## src/rtl/mem_access_pkg.sv

```systemverilog
// Shared types and constants for the load/store front-end.
package mem_access_pkg;

  typedef enum logic [1:0] {
    SZ_BYTE = 2'b00,
    SZ_HALF = 2'b01,
    SZ_WORD = 2'b10,
    SZ_RSVD = 2'b11
  } size_e;

  typedef enum logic [2:0] {
    ST_IDLE,
    ST_RD,
    ST_RMW_RD,
    ST_WR,
    ST_WR_WAIT,
    ST_RESP
  } state_e;

  localparam int WORD_SHIFT = 2;

endpackage

```

## src/rtl/mem_lane_align.sv

```systemverilog
// Combinational lane logic: extracts and extends load data, merges sub-word store data.
module mem_lane_align
  import mem_access_pkg::*;
(
  input  size_e       size_i,
  input  logic [1:0]  offset_i,
  input  logic        signed_i,
  input  logic [31:0] word_i,
  input  logic [31:0] wdata_i,
  output logic [31:0] load_o,
  output logic [31:0] merge_o
);

  logic [7:0]  byte_v;
  logic [15:0] half_v;

  always_comb begin
    byte_v  = word_i[{offset_i, 3'b000} +: 8];
    half_v  = word_i[{offset_i[1], 4'b0000} +: 16];
    load_o  = word_i;
    merge_o = wdata_i;
    case (size_i)
      SZ_BYTE: begin
        load_o  = {{24{signed_i & byte_v[7]}}, byte_v};
        merge_o = word_i;
        merge_o[{offset_i, 3'b000} +: 8] = wdata_i[7:0];
      end
      SZ_HALF: begin
        // addr[0] deliberately ignored: half lanes sit on 16-bit boundaries
        load_o  = {{16{signed_i & half_v[15]}}, half_v};
        merge_o = word_i;
        merge_o[{offset_i[1], 4'b0000} +: 16] = wdata_i[15:0];
      end
      default: begin
        load_o  = word_i;
        merge_o = wdata_i;
      end
    endcase
  end

endmodule

```

## src/rtl/mem_access_unit.sv

```systemverilog
// Load/store front-end to a word-addressed memory; RMW for sub-word stores.
// Optional alignment fault checking: define MEM_ACCESS_UNIT_MISALIGN_CHECK_EN.
module mem_access_unit
  import mem_access_pkg::*;
#(
  parameter int ADDR_W = 32,
  parameter int DATA_W = 32
) (
  input  logic              clk,
  input  logic              rst_n,
  input  logic              req_valid,
  output logic              req_ready,
  input  logic              req_we,
  input  logic [1:0]        req_size,
  input  logic              req_signed,
  input  logic [ADDR_W-1:0] req_addr,
  input  logic [DATA_W-1:0] req_wdata,
  output logic              resp_valid,
  input  logic              resp_ready,
  output logic [DATA_W-1:0] resp_rdata,
  output logic              resp_err,
  output logic [31:0]       mem_addr,
  output logic [DATA_W-1:0] mem_wdata,
  output logic              mem_wr,
  output logic              mem_rd,
  input  logic [DATA_W-1:0] mem_rdata,
  input  logic              mem_write_done,
  input  logic              mem_available
);

  if (DATA_W != 32) begin : g_data_w_check
    $error("mem_access_unit: DATA_W must be 32");
  end

  state_e      state_q;
  size_e       size_q;
  logic [1:0]  off_q;
  logic        signed_q;
  logic [31:0] wdata_q;
  logic [31:0] mem_addr_q;
  logic [31:0] mem_wdata_q;
  logic        mem_rd_q;
  logic        mem_wr_q;
  logic        resp_valid_q;
  logic [31:0] resp_rdata_q;
  logic        resp_err_q;

  size_e       req_sz;
  logic        fault;
  logic [31:0] load_data;
  logic [31:0] merged_data;

  assign req_sz = size_e'(req_size);

`ifdef MEM_ACCESS_UNIT_MISALIGN_CHECK_EN
  assign fault = ((req_sz == SZ_HALF) && req_addr[0]) ||
                 ((req_sz == SZ_WORD) && (req_addr[1:0] != 2'b00)) ||
                 (req_sz == SZ_RSVD);
`else
  assign fault = 1'b0;
`endif

  mem_lane_align u_align (
    .size_i   (size_q),
    .offset_i (off_q),
    .signed_i (signed_q),
    .word_i   (mem_rdata),
    .wdata_i  (wdata_q),
    .load_o   (load_data),
    .merge_o  (merged_data)
  );

  always_ff @(posedge clk or negedge rst_n) begin
    if (!rst_n) begin
      state_q      <= ST_IDLE;
      size_q       <= SZ_BYTE;
      off_q        <= 2'b00;
      signed_q     <= 1'b0;
      wdata_q      <= '0;
      mem_addr_q   <= '0;
      mem_wdata_q  <= '0;
      mem_rd_q     <= 1'b0;
      mem_wr_q     <= 1'b0;
      resp_valid_q <= 1'b0;
      resp_rdata_q <= '0;
      resp_err_q   <= 1'b0;
    end else begin
      unique case (state_q)
        ST_IDLE: if (req_valid) begin
          size_q       <= req_sz;
          off_q        <= req_addr[1:0];
          signed_q     <= req_signed;
          wdata_q      <= req_wdata;
          mem_addr_q   <= 32'(req_addr >> WORD_SHIFT);
          resp_rdata_q <= '0;
          resp_err_q   <= 1'b0;
          if (fault) begin
            resp_err_q   <= 1'b1;
            resp_valid_q <= 1'b1;
            state_q      <= ST_RESP;
          end else if (!req_we) begin
            mem_rd_q <= 1'b1;
            state_q  <= ST_RD;
          end else if (req_sz == SZ_BYTE || req_sz == SZ_HALF) begin
            mem_rd_q <= 1'b1;
            state_q  <= ST_RMW_RD;
          end else begin
            mem_wdata_q <= req_wdata;
            mem_wr_q    <= 1'b1;
            state_q     <= ST_WR;
          end
        end
        ST_RD: if (mem_available) begin
          mem_rd_q     <= 1'b0;
          resp_rdata_q <= load_data;
          resp_valid_q <= 1'b1;
          state_q      <= ST_RESP;
        end
        ST_RMW_RD: if (mem_available) begin
          // rd drops and wr rises on the same edge, so they never overlap
          mem_rd_q    <= 1'b0;
          mem_wdata_q <= merged_data;
          mem_wr_q    <= 1'b1;
          state_q     <= ST_WR;
        end
        ST_WR: begin
          mem_wr_q <= 1'b0;
          state_q  <= ST_WR_WAIT;
        end
        ST_WR_WAIT: if (mem_write_done) begin
          resp_valid_q <= 1'b1;
          state_q      <= ST_RESP;
        end
        ST_RESP: if (resp_ready) begin
          resp_valid_q <= 1'b0;
          state_q      <= ST_IDLE;
        end
        default: state_q <= ST_IDLE;
      endcase
    end
  end

  assign req_ready  = (state_q == ST_IDLE);
  assign resp_valid = resp_valid_q;
  assign resp_rdata = resp_rdata_q;
  assign resp_err   = resp_err_q;
  assign mem_addr   = mem_addr_q;
  assign mem_wdata  = mem_wdata_q;
  assign mem_rd     = mem_rd_q;
  assign mem_wr     = mem_wr_q;

endmodule

```

## config.mk

```make
export PLATFORM = sky130hd
export DESIGN_NAME = mem_access_unit
export DESIGN_NICKNAME = d
export VERILOG_FILES = /design/src/rtl/mem_access_pkg.sv /design/src/rtl/mem_lane_align.sv /design/src/rtl/mem_access_unit.sv
export SDC_FILE = /design/constraint.sdc
export NUM_CORES = 1
export LEC_CHECK = 0
export CAP_MARGIN = 20
export CORE_MARGIN = 4
export CORE_UTILIZATION = 49
export CTS_BUF_LIST = sky130_fd_sc_hd__clkbuf_4
export DETAILED_ROUTE_END_ITERATION = 8
export MAX_ROUTING_LAYER = met4
export PLACE_DENSITY = 0.89
export SLEW_MARGIN = 5
export SYNTH_ARGS = -nofsm -noshare
export SYNTH_HDL_FRONTEND = slang
export SYNTH_SLANG_ARGS = --single-unit
```

## constraint.sdc

```tcl
create_clock -name clk -period 3.07 [get_ports clk]
set_input_delay 0.614 -clock clk [delete_from_list [all_inputs] [get_ports clk]]
set_output_delay 0.614 -clock clk [all_outputs]
set_load 0.01 [all_outputs]
```

# Word-level counts from Yosys, hierarchy flattened

Index checks and enable logic that the tools add are counted.
Widths: inputs -> output; s select.

Add/sub/neg operators: 2
Equality and inequality tests: 16
Reductions and logical operators: 17
Shift-type cells: 6
Mux-type cells: 33
Bitwise logic cells: 2

Operator list:

| operator                | number |
|---|---|
| $pmux 32 s2             | 4 |
| $mux 32                 | 6 |
| $bwmux 32               | 2 |
| $shift 16x7->32 const A | 1 |
| $shift 8x7->32 const A  | 1 |
| $shiftx 16x7->32        | 1 |
| $shiftx 32x6->16        | 1 |
| $shiftx 32x6->8         | 1 |
| $shiftx 8x7->32         | 1 |
| $pmux 3 s6              | 1 |
| $mux 3                  | 5 |
| $reduce_and 5->1        | 3 |
| $neg 5->7               | 2 |
| $ne 2x2->1 const B      | 6 |
| $mux 1                  | 11 |
| $reduce_and 4->1        | 2 |
| $eq 3x2->1 const B      | 2 |
| $eq 3x3->1 const B      | 2 |
| $pmux 1 s3              | 2 |
| $reduce_bool 2->1       | 3 |
| $reduce_bool 3->1       | 2 |
| $eq 2x1->1 const B      | 2 |
| $logic_not 2->1         | 2 |
| $ne 2x1->1 const B      | 2 |
| 10 further kinds        | 11 |

Input port bits: 106
Flip-flop bits (word level): 137
Output and inout port bits: 101

# Logic depth before layout (Yosys ltp)

Word-level depth: 6
Depth in mapped cells: 9

# Hierarchy

Synthesis repeated with hierarchy kept, for this count alone.

Cell total of the unflattened synthesis: 624
Area total of the unflattened synthesis: 7305.8 um^2

By module, submodules not included:

| module          | area each (um^2) | instances | cells an instance |
|---|---|---|---|
| mem_access_unit | 5582.9           | 1         | 363 |
| mem_lane_align  | 1722.9           | 1         | 261 |

# Worst setup path before layout

Ideal clock, no wire load.

Path type: register to register
Start: reg off_q[1]
End: reg mem_wdata_q[30] (netlist: mem_wdata[30])
Buffers on the path: 3
Setup time: 0.134 ns
Data arrival time: 2.050 ns
Setup slack: 0.886 ns
Clock period less this slack: 2.184 ns
Stages on the path, launching flop included: 10
Path through: dfrtp_1 -> buf_4 -> inv_2 -> clkbuf_1 -> ha_1 -> nor3_1 -> and4b_1 -> clkbuf_1 -> a2111oi_0 -> o21ai_1

Cells in the longest elaborated chain, start to end: 6
Elaborated cells between the ends (all ways): 11

RTL lines:

| element                                  | line                                       | RTL |
|---|---|---|
| start, declared                          | mem_access_unit.sv:37                      | `logic [1:0] off_q;` |
| start signal, assigned                   | mem_access_unit.sv:91                      | `off_q <= req_addr[1:0];` |
| $neg 5->7, on equally long branches      | mem_lane_align.sv:32, mem_lane_align.sv:26 |  |
| $shiftx 16x7->32 (tied with other cells) | mem_lane_align.sv:32                       | `merge_o[{offset_i[1], 4'b0000} +: 16] = wdata_i[15:0];` |
| $bwmux 32, on equally long branches      | mem_lane_align.sv:32, mem_lane_align.sv:26 |  |
| $pmux 32 s2 *                            | mem_lane_align.sv:22                       | `case (size_i)` |
| $mux 32 *                                | mem_access_unit.sv:119                     | `ST_RMW_RD: if (mem_available) begin` |
| $pmux 32 s2 *                            | mem_access_unit.sv:88                      | `unique case (state_q)` |
| end signal, assigned                     | mem_access_unit.sv:108                     | `mem_wdata_q <= req_wdata;` |
| end signal, assigned                     | mem_access_unit.sv:122                     | `mem_wdata_q <= merged_data;` |
| end, declared                            | mem_access_unit.sv:41                      | `logic [31:0] mem_wdata_q;` |

Mark *: on every way between the ends. The rest lies on a longest branch, timed or not. The select of a mux whose other input is x is not followed.
A chain may end at the register's enable or synchronous reset.

# Worst setup path in the final report

Start: reg state_q[0]
End: out req_ready

Cells in the longest elaborated chain, start to end: 1

RTL lines:

| element                | line                   | RTL |
|---|---|---|
| start, declared        | mem_access_unit.sv:35  | `state_e state_q;` |
| start signal, assigned | mem_access_unit.sv:75  | `state_q <= ST_IDLE;` |
| start signal, assigned | mem_access_unit.sv:100 | `state_q <= ST_RESP;` |
| start signal, assigned | mem_access_unit.sv:103 | `state_q <= ST_RD;` |
| $logic_not 3->1        | mem_access_unit.sv:143 | `assign req_ready = (state_q == ST_IDLE);` |
| end, declared          | mem_access_unit.sv:12  | `output logic req_ready,` |

No other way between the ends.

==> run_results.csv <==
group,metric,value,unit
status,status,"complete, no violations",
power,power_frac_clock,14.5,%
worst_setup_path,path_cells,"nor3_1 > clkdlybuf4s50_1",
placed_design,dpl_cell_area,9210,um^2
worst_setup_path,cp.arrival,2.07,ns
yosys,synth_top_area_cell,"dfrtp_1",
drt,vias_per_cell,6.34,
sta,fmax,0.373,GHz
worst_hold_path,hold_class,"in2async",
cells_and_area,drive_gt1_share,16.6,%
global_routing,grt_pass1_vias,6412,
sta,hold_viol,0,
placed_design,gp_congestion,0.963,
sta,min_period,2.68,ns
worst_setup_path,path_max_fanout,17,
global_routing,grt_pass1_wl,36.3,mm
cts,clkTransAtPathRegs,0.12,ns
die,num_io_pins,207,
worst_setup_path,cp-start-kind,"flip-flop",
cts,cts_resized,0,
sta,relSlewSlack,25.5,%
worst_setup_path,cp_num_buf_inv,1,
cells_and_area,layout_commonest_cell,"clkdlybuf4s50_1",
yosys,ys_ff_latch,137,
power,comb_power_share,48.3,%
cts,htree_levels,4,
cts,clock-sinks,137,
yosys,synthCells,621,
sta,worstMarginPinSlew,1.11,ns
cells_and_area,postLayoutCellArea,9560,um^2
yosys,synth_edf_count,0,
worst_setup_path,cp-end-kind,"primary output",
worst_setup_path,cpPeakStageDelay,0.60,ns
die,fp.dieH,128,um
drt,final_antenna_net_count,0,
sta,setup_viol,0,
worst_setup_path,cp.required,2.46,ns
drt,vias,6335,
worst_setup_path,worstSetupPathType,"reg2out",
power,power.switching_fraction,38.4,%
yosys,async_flop_share,100,%
drt,initialDrtViolationCount,557,
yosys,yosys_most_used_dff,"dfrtp_1",
run,maxCapViolations,0,
worst_setup_path,slowest_stage,"dfrtp_1",
yosys,synth_area_per_cell,11.4,um^2
power,peakVddDrop,0.000500,V
drt,wl,23.6,mm
drt,wire_per_inst,23.6,um
cells_and_area,fill_cells,1023,
yosys,synthesis.yosys.warnings,0,
placed_design,port_buffers,203,
cells_and_area,nets,917,
power,power.internal,5730,uW
global_routing,antenna_found_initial,1,
cells_and_area,area_growth,35.1,%
cells_and_area,final_cell_mix,"202 x clkdlybuf4s50_1, 137 x dfrtp_1, 68 x mux2_2, 58 x o21ai_0, 43 x a221o_1",
cts,postCtsSetupRepairBufs,0,
die,core,14000,um^2
cts,cts_buffers,17,
power,power_frac_seq,37.2,%
cts,clock_latency,0.57,ns
die,die_w,128,um
power,p_switching,3580,uW
sta,rsz0062_at_grt,"no",
placed_design,dp_hpwl,17.0,mm
die,initial_core_util,50.6,%
yosys,synthesis.area,7070,um^2
cts,cts_hold_buf,0,
die,row_count,43,
power,p_leak,0.00390,uW
sta,fin_tns_setup,0,ns
cts,cts_buffer_depth,2,
sta,slew_viol_final,0,
sta,period_share,87.3,%
cts,cts_tree,"built",
sta,fin_skew,0.0190,ns
power,power_density,975,nW/um^2
die,die_area,16400,um^2
global_routing,overflow,0,
yosys,seq_area_frac_synth,48.5,%
drt,drt_first_pass_iters,5,
yosys,synth_top_area_share,48.5,%
worst_setup_path,cp_top_family,"flip-flops",
yosys,synthTopCellsByArea,"dfrtp_1 48%, mux2_2 11%, a221o_1 6.1%",
drt,drc,0,
yosys,ys_types,50,
global_routing,grt_max_degree,68,
global_routing,grt_usage,29.7,%
cts,root_buffer,"clkbuf_4",
## metrics by stage
stage / hold slack [ns] / total power [uW] / setup WS, ns / util, % / std cells
final: 0.0204 / 9320 / 0.390 / 68.3 / 1000
after global routing: 0.0134 / 9830 / 0.251 / 68.3 / 1000
after CTS: 0.00998 / 9300 / 0.347 / 68.1 / 998
after detailed placement: 0.474 / 7930 / 0.131 / 65.8 / 966
after global placement: 0.462 / 7760 / 0.304 / 65.7 / 965
after floorplan: 0.318 / 5780 / 0.886 / - / 623
## Yosys cell counts, drive strengths merged (8+ instances only)
| cell | count |
|---|---|
| a22o | 31 |
| mux2i | 19 |
| buf | 32 |
| dfrtp | 137 |
| a221oi | 20 |
| inv | 12 |
| a221o | 43 |
| clkbuf | 27 |
| nor3 | 21 |
| o22ai | 8 |
| mux2 | 68 |
| a211oi | 13 |
| o21ai | 68 |
| nor2 | 22 |
| nand2 | 39 |
## state kept, by name, indices dropped and copies added (netlist names), 2 cells and up
signal      flops
mem_wdata      32
wdata_q        32
off_q           2
resp_rdata     32
size_q          2
mem_addr       30
state_q         3
## final cells by class
cell class | count | area, um^2 | area share (%)
repair buffers | 223 | 2230 | 23.4
diodes | 1 | 2.50 | 0.0262
inverters | 12 | 45.0 | 0.471
multi-input cells | 415 | 3300 | 34.6
clock buffers | 19 | 143 | 1.49
flip-flops and latches | 137 | 3430 | 35.9
clock inverters | 13 | 178 | 1.86
well taps | 180 | 225 | 2.36
## final timing paths
kind / slack, ns / start / cells past startpoint / endpoint
worst max-delay path: 0.39 / state_q[0] / 2 / req_ready
worst min-delay path: 0.02 / rst_n / 1 / mem_addr[29]
worst max register to register: 0.56 / state_q[0] / 4 / resp_rdata[23]
worst min register to register: 0.50 / mem_wdata[17] / 2 / mem_wdata[17]
max in group asynchronous: 2.31 / rst_n / 2 / wdata_q[8]
min in group clk: 0.50 / mem_wdata[17] / 2 / mem_wdata[17]
## routing by layer
layer / up-vias / wire length (um) / GRT usage (%)
li1: 2770 / - / -
met1: 3139 / 9650 / 38.5
met2: 373 / 11200 / 45.1
met3: 53 / 2040 / 8.17
met4: 0 / 678 / 10.8
met5: - / 0 / -
## logic make-up after synthesis
family                   synth area share, %
AO/OA/AOI/OAI                           22.4
XOR/XNOR                               0.124
adder cells (fa/ha/maj)                0.884
buffers and inverters                   4.97
flip-flops                              48.5
multiplexers                            15.7
other                                 0.0530
AND/OR/NAND/NOR                         7.39
## power groups by stage
stage	clock [uW]	combinational (uW)	sequential, uW
floorplan	0	2380	3400
global placement	0	4330	3430
detailed placement	0	4460	3460
CTS	1370	4490	3440
global route	1450	4820	3570
finish	1350	4500	3470
Note: power is estimated with default switching activity, not from simulation.
